===== src/rtl/flow_stream_monitor_if.sv =====
// flow_stream_monitor_if: flow vector stream in, statistics record out
interface flow_stream_monitor_if #(
  parameter int FLOW_WIDTH = 16,
  parameter int SUM_WIDTH  = 40,
  parameter int CNT_WIDTH  = 17,
  parameter int LAT_WIDTH  = 20
);
  logic signed [FLOW_WIDTH-1:0] flow_u;
  logic signed [FLOW_WIDTH-1:0] flow_v;
  logic                         flow_valid;
  logic signed [SUM_WIDTH-1:0]  sum_u;
  logic signed [SUM_WIDTH-1:0]  sum_v;
  logic [CNT_WIDTH-1:0]         region_count;
  logic [CNT_WIDTH-1:0]         total_count;
  logic [LAT_WIDTH-1:0]         latency_cycles;
  logic                         overrun;
  logic                         stats_valid;
  logic                         stats_ready;
  modport master (
    output flow_u, flow_v, flow_valid, stats_ready,
    input  sum_u, sum_v, region_count, total_count, latency_cycles, overrun, stats_valid
  );
  modport slave (
    input  flow_u, flow_v, flow_valid, stats_ready,
    output sum_u, sum_v, region_count, total_count, latency_cycles, overrun, stats_valid
  );
endinterface


===== src/rtl/flow_stream_monitor.sv =====
// flow_stream_monitor: per-frame region statistics and start-to-first-vector latency
module flow_stream_monitor #(
  parameter int IMAGE_WIDTH  = 320,
  parameter int IMAGE_HEIGHT = 240,
  parameter int BORDER       = 4,
  parameter int FLOW_WIDTH   = 16,
  parameter int COORD_WIDTH  = 10,
  parameter int SUM_WIDTH    = 40,
  parameter int CNT_WIDTH    = 17,
  parameter int LAT_WIDTH    = 20
) (
  input  logic                   clk,
  input  logic                   rst,
  input  logic                   start,
  input  logic                   frame_done,
  input  logic [COORD_WIDTH-1:0] region_x_min,
  input  logic [COORD_WIDTH-1:0] region_x_max,
  input  logic [COORD_WIDTH-1:0] region_y_min,
  input  logic [COORD_WIDTH-1:0] region_y_max,
  output logic                   busy,
  flow_stream_monitor_if.slave   fs
);
  localparam logic [COORD_WIDTH-1:0] X_LAST = COORD_WIDTH'(IMAGE_WIDTH - 1);
  localparam logic [COORD_WIDTH-1:0] Y_LAST = COORD_WIDTH'(IMAGE_HEIGHT - 1);
  localparam logic [COORD_WIDTH-1:0] B      = COORD_WIDTH'(BORDER);
  localparam int EXT = SUM_WIDTH - FLOW_WIDTH;
  typedef enum logic [1:0] {IDLE, ARMED, STREAM, REPORT} state_t;
  state_t state, state_nx;
  logic [COORD_WIDTH-1:0] x, y;
  logic [LAT_WIDTH-1:0] lat_cnt;
  logic end_flag, take, in_region, last_col, last_row;
  assign take      = busy && fs.flow_valid && !end_flag;
  assign in_region = x >= region_x_min && x <= region_x_max && y >= region_y_min && y <= region_y_max;
  assign last_col  = x == X_LAST;
  assign last_row  = y == Y_LAST;
  always_ff @(posedge clk)
    state <= rst ? IDLE : state_nx;
  always_comb
    state_nx = state == IDLE   ? (start ? ARMED : IDLE)
             : state == REPORT ? (fs.stats_ready ? IDLE : REPORT)
             : frame_done      ? REPORT
             : (state == ARMED && fs.flow_valid) ? STREAM : state;
  always_comb begin
    busy           = state == ARMED || state == STREAM;
    fs.stats_valid = state == REPORT;
  end
  always_ff @(posedge clk) begin
    if (rst || (state == IDLE && start)) begin
      fs.sum_u          <= '0;
      fs.sum_v          <= '0;
      fs.region_count   <= '0;
      fs.total_count    <= '0;
      fs.latency_cycles <= '0;
      fs.overrun        <= 1'b0;
      end_flag          <= 1'b0;
      x                 <= rst ? '0 : B;
      y                 <= rst ? '0 : B;
      lat_cnt           <= rst ? '0 : LAT_WIDTH'(1);
    end else if (busy) begin
      if (state == ARMED && !fs.flow_valid && lat_cnt != '1)
        lat_cnt <= lat_cnt + 1'b1;
      if (state == ARMED && fs.flow_valid)
        fs.latency_cycles <= lat_cnt;
      if (fs.flow_valid && end_flag)
        fs.overrun <= 1'b1;
      if (take) begin
        fs.total_count <= fs.total_count + 1'b1;
        if (in_region) begin
          fs.sum_u        <= fs.sum_u + {{EXT{fs.flow_u[FLOW_WIDTH-1]}}, fs.flow_u};
          fs.sum_v        <= fs.sum_v + {{EXT{fs.flow_v[FLOW_WIDTH-1]}}, fs.flow_v};
          fs.region_count <= fs.region_count + 1'b1;
        end
        // last vector of the frame parks the position; later vectors count as overrun
        if (last_col && last_row)
          end_flag <= 1'b1;
        else if (last_col) begin
          x <= B;
          y <= y + 1'b1;
        end else
          x <= x + 1'b1;
      end
    end
  end
endmodule


===== src/flat_wrapper.sv =====
// flat-port wrapper written by rule: the top's interface ports become plain ports
module flow_stream_monitor_flat 
#(
  parameter int IMAGE_WIDTH  = 320,
  parameter int IMAGE_HEIGHT = 240,
  parameter int BORDER       = 4,
  parameter int FLOW_WIDTH   = 16,
  parameter int COORD_WIDTH  = 10,
  parameter int SUM_WIDTH    = 40,
  parameter int CNT_WIDTH    = 17,
  parameter int LAT_WIDTH    = 20
)
  (clk, rst, start, frame_done, region_x_min, region_x_max, region_y_min, region_y_max, busy, fs_flow_u, fs_flow_v, fs_flow_valid, fs_stats_ready, fs_sum_u, fs_sum_v, fs_region_count, fs_total_count, fs_latency_cycles, fs_overrun, fs_stats_valid);
  flow_stream_monitor_if #(.FLOW_WIDTH(FLOW_WIDTH), .SUM_WIDTH(SUM_WIDTH), .CNT_WIDTH(CNT_WIDTH), .LAT_WIDTH(LAT_WIDTH)) fs_i ();
  input  logic clk;
  input  logic rst;
  input  logic start;
  input  logic frame_done;
  input  logic [COORD_WIDTH-1:0] region_x_min;
  input  logic [COORD_WIDTH-1:0] region_x_max;
  input  logic [COORD_WIDTH-1:0] region_y_min;
  input  logic [COORD_WIDTH-1:0] region_y_max;
  output logic busy;
  input wire logic [$bits(fs_i.flow_u)-1:0] fs_flow_u;
  input wire logic [$bits(fs_i.flow_v)-1:0] fs_flow_v;
  input wire logic [$bits(fs_i.flow_valid)-1:0] fs_flow_valid;
  input wire logic [$bits(fs_i.stats_ready)-1:0] fs_stats_ready;
  output wire logic [$bits(fs_i.sum_u)-1:0] fs_sum_u;
  output wire logic [$bits(fs_i.sum_v)-1:0] fs_sum_v;
  output wire logic [$bits(fs_i.region_count)-1:0] fs_region_count;
  output wire logic [$bits(fs_i.total_count)-1:0] fs_total_count;
  output wire logic [$bits(fs_i.latency_cycles)-1:0] fs_latency_cycles;
  output wire logic [$bits(fs_i.overrun)-1:0] fs_overrun;
  output wire logic [$bits(fs_i.stats_valid)-1:0] fs_stats_valid;
  assign fs_i.flow_u = fs_flow_u;
  assign fs_i.flow_v = fs_flow_v;
  assign fs_i.flow_valid = fs_flow_valid;
  assign fs_i.stats_ready = fs_stats_ready;
  assign fs_sum_u = fs_i.sum_u;
  assign fs_sum_v = fs_i.sum_v;
  assign fs_region_count = fs_i.region_count;
  assign fs_total_count = fs_i.total_count;
  assign fs_latency_cycles = fs_i.latency_cycles;
  assign fs_overrun = fs_i.overrun;
  assign fs_stats_valid = fs_i.stats_valid;
  flow_stream_monitor #(.IMAGE_WIDTH(IMAGE_WIDTH), .IMAGE_HEIGHT(IMAGE_HEIGHT), .BORDER(BORDER), .FLOW_WIDTH(FLOW_WIDTH), .COORD_WIDTH(COORD_WIDTH), .SUM_WIDTH(SUM_WIDTH), .CNT_WIDTH(CNT_WIDTH), .LAT_WIDTH(LAT_WIDTH)) u_core (.clk(clk), .rst(rst), .start(start), .frame_done(frame_done), .region_x_min(region_x_min), .region_x_max(region_x_max), .region_y_min(region_y_min), .region_y_max(region_y_max), .busy(busy), .fs(fs_i));
endmodule

===== config.mk =====
export PLATFORM = sky130hd
export DESIGN_NAME = flow_stream_monitor_flat
export DESIGN_NICKNAME = d
export VERILOG_FILES = /design/src/rtl/flow_stream_monitor_if.sv /design/src/rtl/flow_stream_monitor.sv /design/src/flat_wrapper.sv
export SDC_FILE = /design/constraint.sdc
export NUM_CORES = 1
export LEC_CHECK = 0
export BUFFER_PORTS_ARGS = -buffer_cell sky130_fd_sc_hd__buf_2
export CORE_ASPECT_RATIO = 1.4
export CORE_MARGIN = 4
export CORE_UTILIZATION = 35
export CTS_CLUSTER_SIZE = 10
export DETAILED_ROUTE_END_ITERATION = 16
export PLACE_DENSITY = 0.58
export RECOVER_POWER = 25
export SETUP_SLACK_MARGIN = 0.15
export SYNTH_ARGS = -nofsm -noshare
export SYNTH_HDL_FRONTEND = slang
export SYNTH_SLANG_ARGS = --single-unit

===== constraint.sdc =====
create_clock -name clk -period 6.7 [get_ports clk]
set_input_delay 1.675 -clock clk [delete_from_list [all_inputs] [get_ports clk]]
set_output_delay 1.675 -clock clk [all_outputs]
set_load 0.03 [all_outputs]

# Yosys cells after proc, flatten, opt, wreduce, memory -nomap -nowiden

Cells that the tools add are included.

Add/sub/neg operators: 7
$lt $le $gt $ge: 4
Equal/unequal tests: 7
Muxes and demuxes: 21
Reduce and logical (&&, ||, !) cells: 29

Operators with widths:

| cell                  | count |
|---|---|
| $mux 10               | 10 |
| $add 40x40->40        | 2 |
| $mux 20               | 3 |
| $add 17x1->17 const B | 2 |
| $add 10x1->10 const B | 2 |
| $add 20x1->20 const B | 1 |
| $ge 10x10->1          | 2 |
| $le 10x10->1          | 2 |
| $ne 20x20->1 const B  | 1 |
| $logic_and 1x1->1     | 11 |
| $eq 10x8->1 const B   | 1 |
| $eq 10x9->1 const B   | 1 |
| $mux 2                | 5 |
| $reduce_and 3->1      | 3 |
| $reduce_and 2->1      | 4 |
| $reduce_bool 2->1     | 4 |
| $eq 2x2->1 const B    | 2 |
| $reduce_and 4->1      | 1 |
| $reduce_bool 4->1     | 1 |
| $mux 3                | 1 |
| $eq 2x1->1 const B    | 1 |
| $logic_not 1->1       | 2 |
| $logic_not 2->1       | 1 |
| $logic_or 1x1->1      | 2 |
| other kinds (2)       | 3 |

Register bits: 178
Input port bits: 78
Output and inout bits: 137
Logic and storage cells: 79

# Depth between registers and ports, before layout

Gate-level depths: netlist (run 1).

Depth in word-level cells: 7
Depth in mapped cells: 13
Mapped depth without buffers: 11

# Worst setup path before layout (run 1)

OpenSTA, ideal clock, no wires.

Path type: input-to-reg
From: input port region_x_max[3]
To: register u_core.fs.sum_v[33]
Setup time: 0.062 ns
Arrival: 3.990 ns
Required time: 6.638 ns
Path slack: 2.647 ns
Stages on the path: 12
Buffers on the path: 1
Cells stage by stage: inv_1 -> ha_1 -> a21o_1 -> a21oi_1 -> o221ai_1 -> a221oi_1 -> o221ai_1 -> or3_1 -> clkbuf_1 -> or3_1 -> or3_1 -> nand3_1

Word-level cells in the longest chain between the ends: 5

Ends and longest elaborated chain:

| item                              | RTL line                     | source |
|---|---|---|
| from (decl)                       | flat_wrapper.sv:20           | `input logic [COORD_WIDTH-1:0] region_x_max;` |
| $le 10x10->1                      | flow_stream_monitor.sv:33    | `assign in_region = x >= region_x_min && x <= region_x_max && y >= region_y_min && y <= region_y_max;` |
| $logic_and 1x1->1 (3 in a row)    | flow_stream_monitor.sv:33    |  |
| $reduce_and 3->1 (no source line) | -                            |  |
| to (signal assigned)              | flow_stream_monitor.sv:70    | `fs.sum_v <= fs.sum_v + {{EXT{fs.flow_v[FLOW_WIDTH-1]}}, fs.flow_v};` |
| to (decl)                         | flow_stream_monitor_if.sv:25 | `output sum_u, sum_v, region_count, total_count, latency_cycles, overrun, stats_valid` |

No other way between the ends.
A chain may end at the register's enable or synchronous reset.

# Worst setup path after layout (run 1)

From: input port region_x_max[3]
To: register u_core.fs.sum_v[37]

The elaborated chain is that of the path after synthesis.

==> metrics.md, run 1 <==
| Metric | Value |
|---|---|
| Run status | finished with violations |
| Failing checks | capacitance limit, slew limit |
| Number of cells upsized or downsized after cts | 0 |
| Instance count of the mapped netlist | 1,505 |
| Unrepaired setup endpoints after global routing | false |
| Antenna diode count | 0 |
| DRC violations left | 0 |
| Sink count of the clock tree | 178 |
| Synth warn | 0 |
| Clock tree from TritonCTS | done |
| Effective utilization at floorplan | 35.7% |
| Die ar. | 0.0381 sq mm |
| Share of the synthesized area in the top cell type | 22.6% |
| CP Capture Type | flop |
| Via count of the first global-routing pass | 11,230 |
| Worst-Skew Late Latency | 0.45 ns |
| Dominant combinational cell family by area after synthesis | simple AND/OR/NAND/NOR gates |
| Wire length of the first global-routing pass | 56,600 um |
| Total Power Consumption | 2640 uW |
| Total via count after detailed routing | 11,350 |
| Library cell occupying the most area in the post-synthesis netlist | sky130_fd_sc_hd__dfxtp_1 |
| Number of antenna violations at the first check in global routing | 1 |
| Detailed placer's ending HPWL | 25,600 um |
| Syn_area_per_cell | 8.14 sq um |
| Synth Area in Adders | 13.2% |
| Pin count of the biggest net entering global routing | 86 |
| Pre-Repair DR Iteration Count | 5 |
| Most area-consuming cells after synthesis | sky130_fd_sc_hd__dfxtp_1, sky130_fd_sc_hd__ha_1, sky130_fd_sc_hd__edfxtp_1 |
| Final setup vio count | 0 |
| Post-placement setup slack | 1.68 ns |
| R2R setup slack | 2.94 ns |
| Number of flops mapped to enable cells by yosys | 40 |
| Flip-flop and latch count after synthesis | 178 |
| Class of the worst hold path | flop to flop |
| Number of buffers inserted for hold repair after clock tree synthesis | 0 |
| Sum of routed wire length over all layers | 34,600 um |
| Port Buffers | 214 |
| # nets final | 1,897 |
| Slack of the critical path | 2.14 ns |
| TritonCTS buffer count | 17 |
| Post-detailed-route via-to-cell ratio | 5.27 |
| I/O pin total | 215 |
| Clock period minus final worst setup slack | 4.56 ns |
| Max-slew violation count | 77 |
| Post-synthesis sequential area ratio | 32.4% |
| Type of the worst setup path | input port to flop |
| Post-CTS Setup Bufs | 0 |
| Commonest non-fill, non-tap cells in the layout | sky130_fd_sc_hd__nand2_1, sky130_fd_sc_hd__buf_2, sky130_fd_sc_hd__a21oi_1, sky130_fd_sc_hd__dfxtp_1, sky130_fd_sc_hd__nor2_1 |
| Area growth syn-to-layout | 17.0% |
| Library cell used as clock root buffer | sky130_fd_sc_hd__clkbuf_16 |
| Number of DRC markers in iteration 0 | 524 |
| Max Clock Skew | 0.0151 ns |
| Bufs on Longest Clock Path | 2 |
| Fraction of registers with async set or reset after synthesis | 0% |
| Worst Path Max Fanout | 85 |
| Power per cell area | 184 mW/mm^2 |
| Syn_nets | 1,711 |
| Fraction of the cycle the final worst path needs | 68.1% |
| Prevailing post-synth register cell | sky130_fd_sc_hd__dfxtp_1 |
| Drt wl/cell | 16.0 um |
| Met2 wire len | 17,400 um |
| Xor-xnor portion of the synthesized cell area | 7.80% |
| Total GRT Usage | 17.9% |
| Cell Rows | 80 |
| Die span in x | 166 um |
| Worst Setup Start Kind | input port |
| Post-Syn Area | 0.0122 sq mm |
| Clock input transition at the sequential cells of the worst setup and hold paths | 0.08 ns |
| Vertical extent of the die | 229 um |
| Count of cell types in the netlist | 70 |
| Max-slew headroom | -25.6% |
| Worst Max-Slew Pin Slew | 1.88 ns |
| Maximum level of the CTS H-tree | 4 |
| Multiplexer share of the synthesized area | 1.15% |
| Global placer's final weighted congestion | 0.876 |
| # fillers | 3,500 |
| MaxCap Viol Count | 2 |
| Core Box Area | 0.0343 sq mm |
| Complex-gate fraction of the synthesized area | 20.4% |
| WP data required | 7.05 ns |
| Global-route congestion overflow total | 0 |
| DRT antenna net count | 0 |
| Met3 Wirelength | 1630 um |
| Synth Area in Simple Gates | 21.3% |
| F_max | 0.219 GHz |
| Fraction of final layout cells with drive strength greater than 1 | 13.3% |
| Final Hold Fails | 0 |
| Commonest non-fill, non-tap cell in the layout | sky130_fd_sc_hd__nand2_1 |
| Top routing layer used | met5 |
| Peak VDD IR | 0.137 mV |
| Leakage | 0.00626 uW |
| Met1 Routed Length | 14,800 um |
| Worst path arrival time | 4.92 ns |
| Setup TNS | 0 ns |
| Tightest hold margin | 0.454 ns |
## registers in the layout, indices dropped and copies added (netlist names)
register and flops:
u_core.lat_cnt 20, u_core.end_flag 1, u_core.fs.sum_u 40, u_core.fs.region_count 17
u_core.fs.overrun 1, u_core.y 10, u_core.fs.total_count 17, u_core.fs.latency_cycles 20
u_core.x 10, u_core.state 2, u_core.fs.sum_v 40
## worst max-delay path: stages
cell                       delay [ns]
sky130_fd_sc_hd__buf_2           0.07
sky130_fd_sc_hd__inv_1           0.03
sky130_fd_sc_hd__ha_1            0.29
sky130_fd_sc_hd__a21o_1          0.18
sky130_fd_sc_hd__a21oi_1         0.14
sky130_fd_sc_hd__o221ai_1        0.13
sky130_fd_sc_hd__a221oi_1        0.32
sky130_fd_sc_hd__o221ai_1        0.26
sky130_fd_sc_hd__nor3_4          0.52
sky130_fd_sc_hd__buf_12          0.44
sky130_fd_sc_hd__nand2_1         0.43
sky130_fd_sc_hd__o31ai_1         0.40
## routing by layer
layer  GRT usage [%]  up-vias
li1                -     5780
met1            20.8     5273
met2            32.5      247
met3            3.66       48
met4            5.96        2
met5               0        -
## where the power goes
group	internal, uW	switching [uW]	leakage, uW
Sequential	1140	49.5	0.00154
Combinational	134	217	0.00441
Clock	579	517	0.000311
Total	1860	784	0.00626
## Yosys cell counts (all sizes together), types with 6 or more instances
cell    number
a31oi       15
nand2      203
and3        33
o21bai       7
o211ai      12
o21a        16
edfxtp      40
o31ai       12
buf         12
o21ai       82
nand2b      16
xnor2       43
a211o        6
nand3       48
and4         9
a211oi      21
inv         67
and2        13
ha         126
dfxtp      138
xor2        66
clkbuf      42
nor2b        8
nand4       31
nor3        21
a21oi      148
a21boi       7
or3         16
mux2i       13
nor2       137
a21o        37
## final cells by class
type / instances / area (sq um) / area share [%]
clock buffers: 17 / 425 / 2.97
clock inverters: 15 / 209 / 1.46
inverters: 67 / 251 / 1.76
multi-input cells: 1206 / 7840 / 54.7
flip-flops and latches: 178 / 3960 / 27.7
well taps: 451 / 564 / 3.94
repair buffers: 221 / 1070 / 7.49
## cell families (layout without fill, tap and decap cells)
family                   count (synthesis)  after routing
AO/OA/AOI/OAI                          398            398
multiplexers                            14             14
AND/OR/NAND/NOR                        557            557
buffers and inverters                  121            320
XOR/XNOR                               109            109
flip-flops                             178            178
adder cells (fa/ha/maj)                128            128
## metrics by stage
step | util, % | std cells | area, sq um
after floorplan | - | 1505 | 12200
after global placement | 40.1 | 2123 | 13800
after detailed placement | 40.1 | 2123 | 13800
after CTS | 41.9 | 2155 | 14400
after global routing | 41.7 | 2155 | 14300
final | 41.7 | 2155 | 14300
## final timing paths
path	startpoint	end	cells after the start
min	u_core.fs.latency_cycles[7]	u_core.fs.latency_cycles[7]	2
max reg2reg	u_core.x[3]	u_core.fs.sum_v[37]	10
min reg2reg	u_core.fs.latency_cycles[7]	u_core.fs.latency_cycles[7]	2
max	region_x_max[3]	u_core.fs.sum_v[37]	12
(Power assumes the default switching activity.)
==> run 2: changes to the inputs <==
==> constraint.sdc (replaced) <==
create_clock -name clk -period 4.2 [get_ports clk]
set_input_delay 1.05 -clock clk [delete_from_list [all_inputs] [get_ports clk]]
set_output_delay 1.05 -clock clk [all_outputs]
set_load 0.03 [all_outputs]
==> run 2 against run 1 <==
The run still ends with capacitance limit, slew limit left. Die area is the same. Global-route usage grew 0.28 points. Highest routed layer unchanged. Routed wire length grew 1.3%. Critical path depth shrank 8. Sequential power grew 60%. Critical endpoint is now u_core.lat_cnt[19]. Worst setup slack lost 1.4 ns. Clock power grew 45%. Cell area grew 0.36%. Via count grew 0.47%. Combinational power grew 62%. Clock skew shrank 0.0050 ns. Sequential share of layout area shrank 0.099 points. Largest cell class unchanged.
==> metrics.md, run 2 (synthesis gave the netlist of run 1 again) <==
| Metric | Value |
|---|---|
| MaxCap Viol Count | 1 |
| End point of the critical path | u_core.lat_cnt[19] |
| Post-CTS Setup Bufs | 0 |
| Effective utilization at floorplan | 35.7% |
| Unrepaired setup endpoints after global routing | false |
| Worst path max stage delay | 1.32 ns |
| I/O pin total | 215 |
| Regs by FF count | u_core.fs.sum_u x40, u_core.fs.sum_v x40 |
| Via count of the first global-routing pass | 11,102 |
| Max-slew headroom | -13.8% |
| Worst Setup Start Kind | input port |
| Wire length of the first global-routing pass | 57,200 um |
| Max Clock Skew | 0.0102 ns |
| Cell with the largest stage delay on the worst path | sky130_fd_sc_hd__nand2b_1 |
| Total via count after detailed routing | 11,403 |
| Die ar. | 0.0381 sq mm |
| Core Box Area | 0.0343 sq mm |
| Worst-Skew Late Latency | 0.45 ns |
| Reg-to-reg critical path startpoint | u_core.x[3] |
| Port Buffers | 214 |
| Peak VDD IR | 0.179 mV |
| DRC violations left | 0 |
| Cells on worst reg2reg path | 11 |
| Run status | finished with violations |
| Leakage | 0.00626 uW |
| Tightest hold margin | 0.456 ns |
| Vertical extent of the die | 229 um |
| Combinational share of power | 14.0% |
| Commonest non-fill, non-tap cell in the layout | sky130_fd_sc_hd__nand2_1 |
| Number of DRC markers in iteration 0 | 578 |
| R2R setup slack | 0.97 ns |
| Max-slew violation count | 40 |
| Class of the worst hold path | flop to flop |
| DRT antenna net count | 0 |
| Maximum level of the CTS H-tree | 4 |
| Antenna diode count | 0 |
| Number of antenna violations at the first check in global routing | 1 |
| Global placer's final weighted congestion | 0.909 |
| End of the worst register-to-register path | u_core.fs.sum_v[32] |
| Fraction of the cycle the final worst path needs | 82.3% |
| # fillers | 3,544 |
| Cells along the critical path | clkbuf_1, nand2b_1, clkbuf_2, nor2_1 |
| CP Capture Type | flop |
| Clock power frac | 39.3% |
| Library cell used as clock root buffer | sky130_fd_sc_hd__clkbuf_16 |
| WP data required | 4.37 ns |
| Final Hold Fails | 0 |
| Final setup vio count | 0 |
| Total GRT Usage | 18.2% |
| Power per cell area | 283 mW/mm^2 |
| Final Util | 41.9% |
| Switching power summed over all nets | 1230 uW |
| Sequential power share | 46.7% |
| Stages on the worst setup path | 4 |
| Crit path buffers/inverters | 2 |
| Pin count of the biggest net entering global routing | 64 |
| F_max | 0.289 GHz |
| Cell Rows | 80 |
| Origin of the worst setup path | rst |
| Pre-Repair DR Iteration Count | 5 |
| Commonest non-fill, non-tap cells in the layout | sky130_fd_sc_hd__nand2_1, sky130_fd_sc_hd__buf_2, sky130_fd_sc_hd__a21oi_1, sky130_fd_sc_hd__dfxtp_1, sky130_fd_sc_hd__nor2_1 |
| Type of the worst setup path | input port to flop |
| Non-filler instance count after layout | 2,172 |
| Number of cells upsized or downsized after cts | 0 |
| Detailed placer's ending HPWL | 26,700 um |
| Worst path arrival time | 3.63 ns |
| Global-route congestion overflow total | 0 |
| Fraction of final layout cells with drive strength greater than 1 | 13.3% |
| Internal power | 2840 uW |
| Clock period minus final worst setup slack | 3.46 ns |
| CP top delay family | simple AND/OR/NAND/NOR gates |
| Cell total after placement | 2,140 |
| Drt wl/cell | 16.1 um |
| Die span in x | 166 um |
| Failing checks | capacitance limit, slew limit |
| Clock tree from TritonCTS | done |
| Post-detailed-route via-to-cell ratio | 5.25 |
| # nets final | 1,914 |
| Switching Fraction | 30.3% |
| Sink count of the clock tree | 178 |
| Sum of routed wire length over all layers | 35,000 um |
| Clock input transition at the sequential cells of the worst setup and hold paths | 0.08 ns |
| Bufs on Longest Clock Path | 2 |
| Setup TNS | 0 ns |
| Worst Path Max Fanout | 39 |
| TritonCTS buffer count | 17 |
| Worst Max-Slew Pin Slew | 1.71 ns |
| Area growth syn-to-layout | 17.4% |
| Number of buffers inserted for hold repair after clock tree synthesis | 0 |
-- run 2: changes by cell type in the layout (fill, tap and decap cells not counted), moves of 2 or more --
cell,previous run,this run
sky130_fd_sc_hd__buf_2,173,158
sky130_fd_sc_hd__bufinv_16,2,0
sky130_fd_sc_hd__clkbuf_1,44,58
sky130_fd_sc_hd__buf_4,3,20
sky130_fd_sc_hd__clkinv_4,0,3
sky130_fd_sc_hd__clkinv_8,3,0
-- run 2: cell type report --
| cell class | count | area, sq um | area share [%] |
|---|---|---|---|
| Multi-Input combinational cell | 1206 | 7830 | 54.5 |
| Sequential cell | 178 | 3960 | 27.6 |
| Timing Repair Buffer | 238 | 1200 | 8.35 |
| Tap cell | 451 | 564 | 3.93 |
| Clock buffer | 18 | 429 | 2.99 |
| Inverter | 67 | 251 | 1.75 |
| Clock inverter | 14 | 134 | 0.931 |
-- run 2: worst min path at each step --
stage / from / depth (start not counted) / endpoint / slack, ns
after floorplan: u_core.end_flag / 2 / u_core.fs.overrun / 0.51
after global placement: u_core.fs.latency_cycles[13] / 2 / u_core.fs.latency_cycles[13] / 0.44
after detailed placement: u_core.fs.latency_cycles[15] / 2 / u_core.fs.latency_cycles[15] / 0.45
after CTS: u_core.fs.latency_cycles[15] / 2 / u_core.fs.latency_cycles[15] / 0.46
after global routing: u_core.fs.latency_cycles[4] / 2 / u_core.fs.latency_cycles[4] / 0.48
final: u_core.fs.latency_cycles[4] / 2 / u_core.fs.latency_cycles[4] / 0.46
-- run 2: routing by layer --
metal  wire (um)  global-route usage (%)
met1       14600                    20.8
met2       17400                    32.0
met3        1790                    4.21
met4        1260                    8.28
met5           7                       0
-- run 2: worst register-to-register path: stages (launching register included) --
cell and delay [ns]:
sky130_fd_sc_hd__edfxtp_1 0.49, sky130_fd_sc_hd__ha_1 0.33, sky130_fd_sc_hd__a21o_1 0.18, sky130_fd_sc_hd__a21oi_1 0.14, sky130_fd_sc_hd__o221ai_1 0.12, sky130_fd_sc_hd__a221oi_1 0.32
sky130_fd_sc_hd__o221ai_1 0.24, sky130_fd_sc_hd__or3_2 0.52, sky130_fd_sc_hd__buf_12 0.22, sky130_fd_sc_hd__or3_1 0.35, sky130_fd_sc_hd__mux2i_1 0.15, sky130_fd_sc_hd__a31o_2 0.12
-- run 2: power groups by stage --
stage	logic [uW]	registers [uW]	clock network (uW)
4_1_cts	580	1900	1660
5_1_grt	652	1910	1710
3_3_place_gp	565	1940	0
3_5_place_dp	576	1940	0
2_1_floorplan	389	1920	0
6_report	569	1900	1600
-- run 2: through the flow --
stage,setup WS [ns],instance area (sq um),total power (uW)
CTS,0.784,14500,4140
finish,0.744,14400,4070
floorplan,0.772,12200,2310
detailed placement,0.301,13900,2520
global route,0.460,14400,4280
global placement,0.350,13900,2500
==> run 3: changes to the inputs <==
--- a/config.mk
+++ b/config.mk
@@ -11,7 +11,7 @@
 export CORE_UTILIZATION = 35
 export CTS_CLUSTER_SIZE = 10
 export DETAILED_ROUTE_END_ITERATION = 16
-export PLACE_DENSITY = 0.58
+export PLACE_DENSITY = 0.6
 export RECOVER_POWER = 25
 export SETUP_SLACK_MARGIN = 0.15
 export SYNTH_ARGS = -nofsm -noshare
==> constraint.sdc (replaced) <==
create_clock -name clk -period 2.9 [get_ports clk]
set_input_delay 0.725 -clock clk [delete_from_list [all_inputs] [get_ports clk]]
set_output_delay 0.725 -clock clk [all_outputs]
set_load 0.03 [all_outputs]
==> run 3 against run 2 <==
The flow now finishes without violations. Global-route usage grew 1.3 points. Via count grew 12%. Worst setup slack lost 0.69 ns. Critical path depth grew 7. Combinational power grew 110%. Largest cell class unchanged. Largest power group unchanged. Cell area grew 27%.
==> metrics.md, run 3 (synthesis gave the netlist of run 1 again) <==
| Metric | Value |
|---|---|
| DRC violations left | 0 |
| Maximum level of the CTS H-tree | 4 |
| Detailed placer's ending HPWL | 29,400 um |
| Fraction of final layout cells with drive strength greater than 1 | 34.6% |
| Max Clock Skew | 0.0156 ns |
| Effective utilization at floorplan | 35.7% |
| Core Box Area | 0.0343 sq mm |
| Number of buffers inserted for hold repair after clock tree synthesis | 0 |
| Vertical extent of the die | 229 um |
| Clock input transition at the sequential cells of the worst setup and hold paths | 0.08 ns |
| MaxCap Viol Count | 0 |
| Bufs on Longest Clock Path | 2 |
| Worst Path Max Fanout | 6 |
| Area growth syn-to-layout | 48.7% |
| Die span in x | 166 um |
| Final Hold Fails | 0 |
| Commonest non-fill, non-tap cells in the layout | sky130_fd_sc_hd__buf_4, sky130_fd_sc_hd__nand2_1, sky130_fd_sc_hd__buf_2, sky130_fd_sc_hd__dfxtp_1, sky130_fd_sc_hd__nor2_1 |
| Antenna diode count | 0 |
| Max-slew headroom | 17.2% |
| Tightest hold margin | 0.457 ns |
| Post-detailed-route via-to-cell ratio | 5.19 |
| F_max | 0.352 GHz |
| Total via count after detailed routing | 12,763 |
| Die ar. | 0.0381 sq mm |
| Library cell used as clock root buffer | sky130_fd_sc_hd__clkbuf_16 |
| Worst Max-Slew Pin Slew | 1.24 ns |
| Final setup vio count | 0 |
| Cell total after placement | 2,384 |
| Unrepaired setup endpoints after global routing | true |
| Total GRT Usage | 19.4% |
| Peak VDD IR | 0.301 mV |
| Class of the worst hold path | flop to flop |
| Regs by FF count | u_core.fs.sum_u x40, u_core.fs.sum_v x40 |
| Run status | complete, no violations |
| Worst Setup Start Kind | input port |
| Type of the worst setup path | input port to flop |
| DRT antenna net count | 0 |
| Global placer's final weighted congestion | 0.872 |
| Pin count of the biggest net entering global routing | 90 |
| Non-filler instance count after layout | 2,459 |
| Fraction of the cycle the final worst path needs | 98.0% |
| Worst path arrival time | 3.23 ns |
| Pre-Repair DR Iteration Count | 6 |
| I/O pin total | 215 |
| Port Buffers | 214 |
| # nets final | 2,201 |
| Leakage | 0.00814 uW |
| Via count of the first global-routing pass | 12,556 |
| CP Capture Type | flop |
| TritonCTS buffer count | 17 |
| Clock period minus final worst setup slack | 2.84 ns |
| Number of DRC markers in iteration 0 | 521 |
| Drt wl/cell | 16.2 um |
| Wire length of the first global-routing pass | 61,900 um |
| Commonest non-fill, non-tap cell in the layout | sky130_fd_sc_hd__buf_4 |
| Sink count of the clock tree | 178 |
| WP data required | 3.29 ns |
| Power per cell area | 351 mW/mm^2 |
| Worst-Skew Late Latency | 0.45 ns |
| Cell Rows | 80 |
| Max-slew violation count | 0 |
| Global-route congestion overflow total | 0 |
| Number of antenna violations at the first check in global routing | 0 |
| Sum of routed wire length over all layers | 39,800 um |
| # fillers | 3,274 |
| Clock tree from TritonCTS | done |
## run 3: changes by cell type in the layout (fill, tap and decap cells not counted), sizes merged
cell	previous run	this run
clkbuf	76	103
clkinv	4	8
buf	180	439
inv	77	74
## run 3: critical path, cell delays in order
cell and delay (ns):
sky130_fd_sc_hd__buf_2 0.11, sky130_fd_sc_hd__ha_4 0.26, sky130_fd_sc_hd__and3_1 0.19, sky130_fd_sc_hd__nand3_2 0.09, sky130_fd_sc_hd__or4b_1 0.52, sky130_fd_sc_hd__o211ai_2 0.12, sky130_fd_sc_hd__a41oi_4 0.17, sky130_fd_sc_hd__o31ai_4 0.43
sky130_fd_sc_hd__a311oi_2 0.18, sky130_fd_sc_hd__or3_1 0.37, sky130_fd_sc_hd__nand3_1 0.07
## run 3: worst paths after layout
check | start | to | slack, ns | cells past startpoint
worst min register to register | u_core.fs.latency_cycles[14] | u_core.fs.latency_cycles[14] | 0.46 | 2
worst max-delay path | fs_flow_v[7] | u_core.fs.sum_v[33] | 0.06 | 11
worst max register to register | u_core.x[3] | u_core.fs.sum_v[33] | 0.07 | 10
worst min-delay path | u_core.fs.latency_cycles[14] | u_core.fs.latency_cycles[14] | 0.46 | 2
## run 3: timing repair
action / in CTS / in global routing
pin swaps: 5 / 106
setup buffers: 3 / 29
gates cloned: 2 / 9
gates resized for setup: 16 / 256
setup endpoints to repair: 58 / 104
## run 3: power breakdown
group | internal [uW] | switching [uW]
Combinational | 546 | 659
Sequential | 2630 | 84.1
Clock | 1200 | 1270
Total | 4380 | 2010
## run 3: layout make-up
type                       instances  area (sq um)  share of cell area, %
clock buffer                      17           425                   2.34
timing repair buffer             525          3780                   20.7
inverter                          67           259                   1.42
multi-input combinational       1206          8990                   49.4
tap                              451           564                   3.10
clock inverter                    15           214                   1.18
sequential                       178          3980                   21.8
## run 3: stage by stage
step	instance area, sq um	total power (uW)	setup TNS, ns	worst slack (ns)	utilization [%]
finish	18200	6390	0	0.0587	53.0
global route	18200	6710	-0.609	-0.0907	53.0
CTS	16900	6390	0	0.0735	49.3
detailed placement	16100	3880	-26.22	-0.452	47.0
global placement	16100	3850	-20.85	-0.390	47.0
floorplan	12700	3380	-0.214	-0.133	-
## run 3: layer usage
metal  routed length [um]  part of all wire, %  vias to the layer above  GRT usage, %
li1                     -                    -                     6395             -
met2                20800                   52                      249          35.7
met1                16600                   42                     6064          22.6
met5                    0                    0                        -             0
met3                 1410                  3.5                       55          3.21
met4                 1060                  2.7                        0          7.20
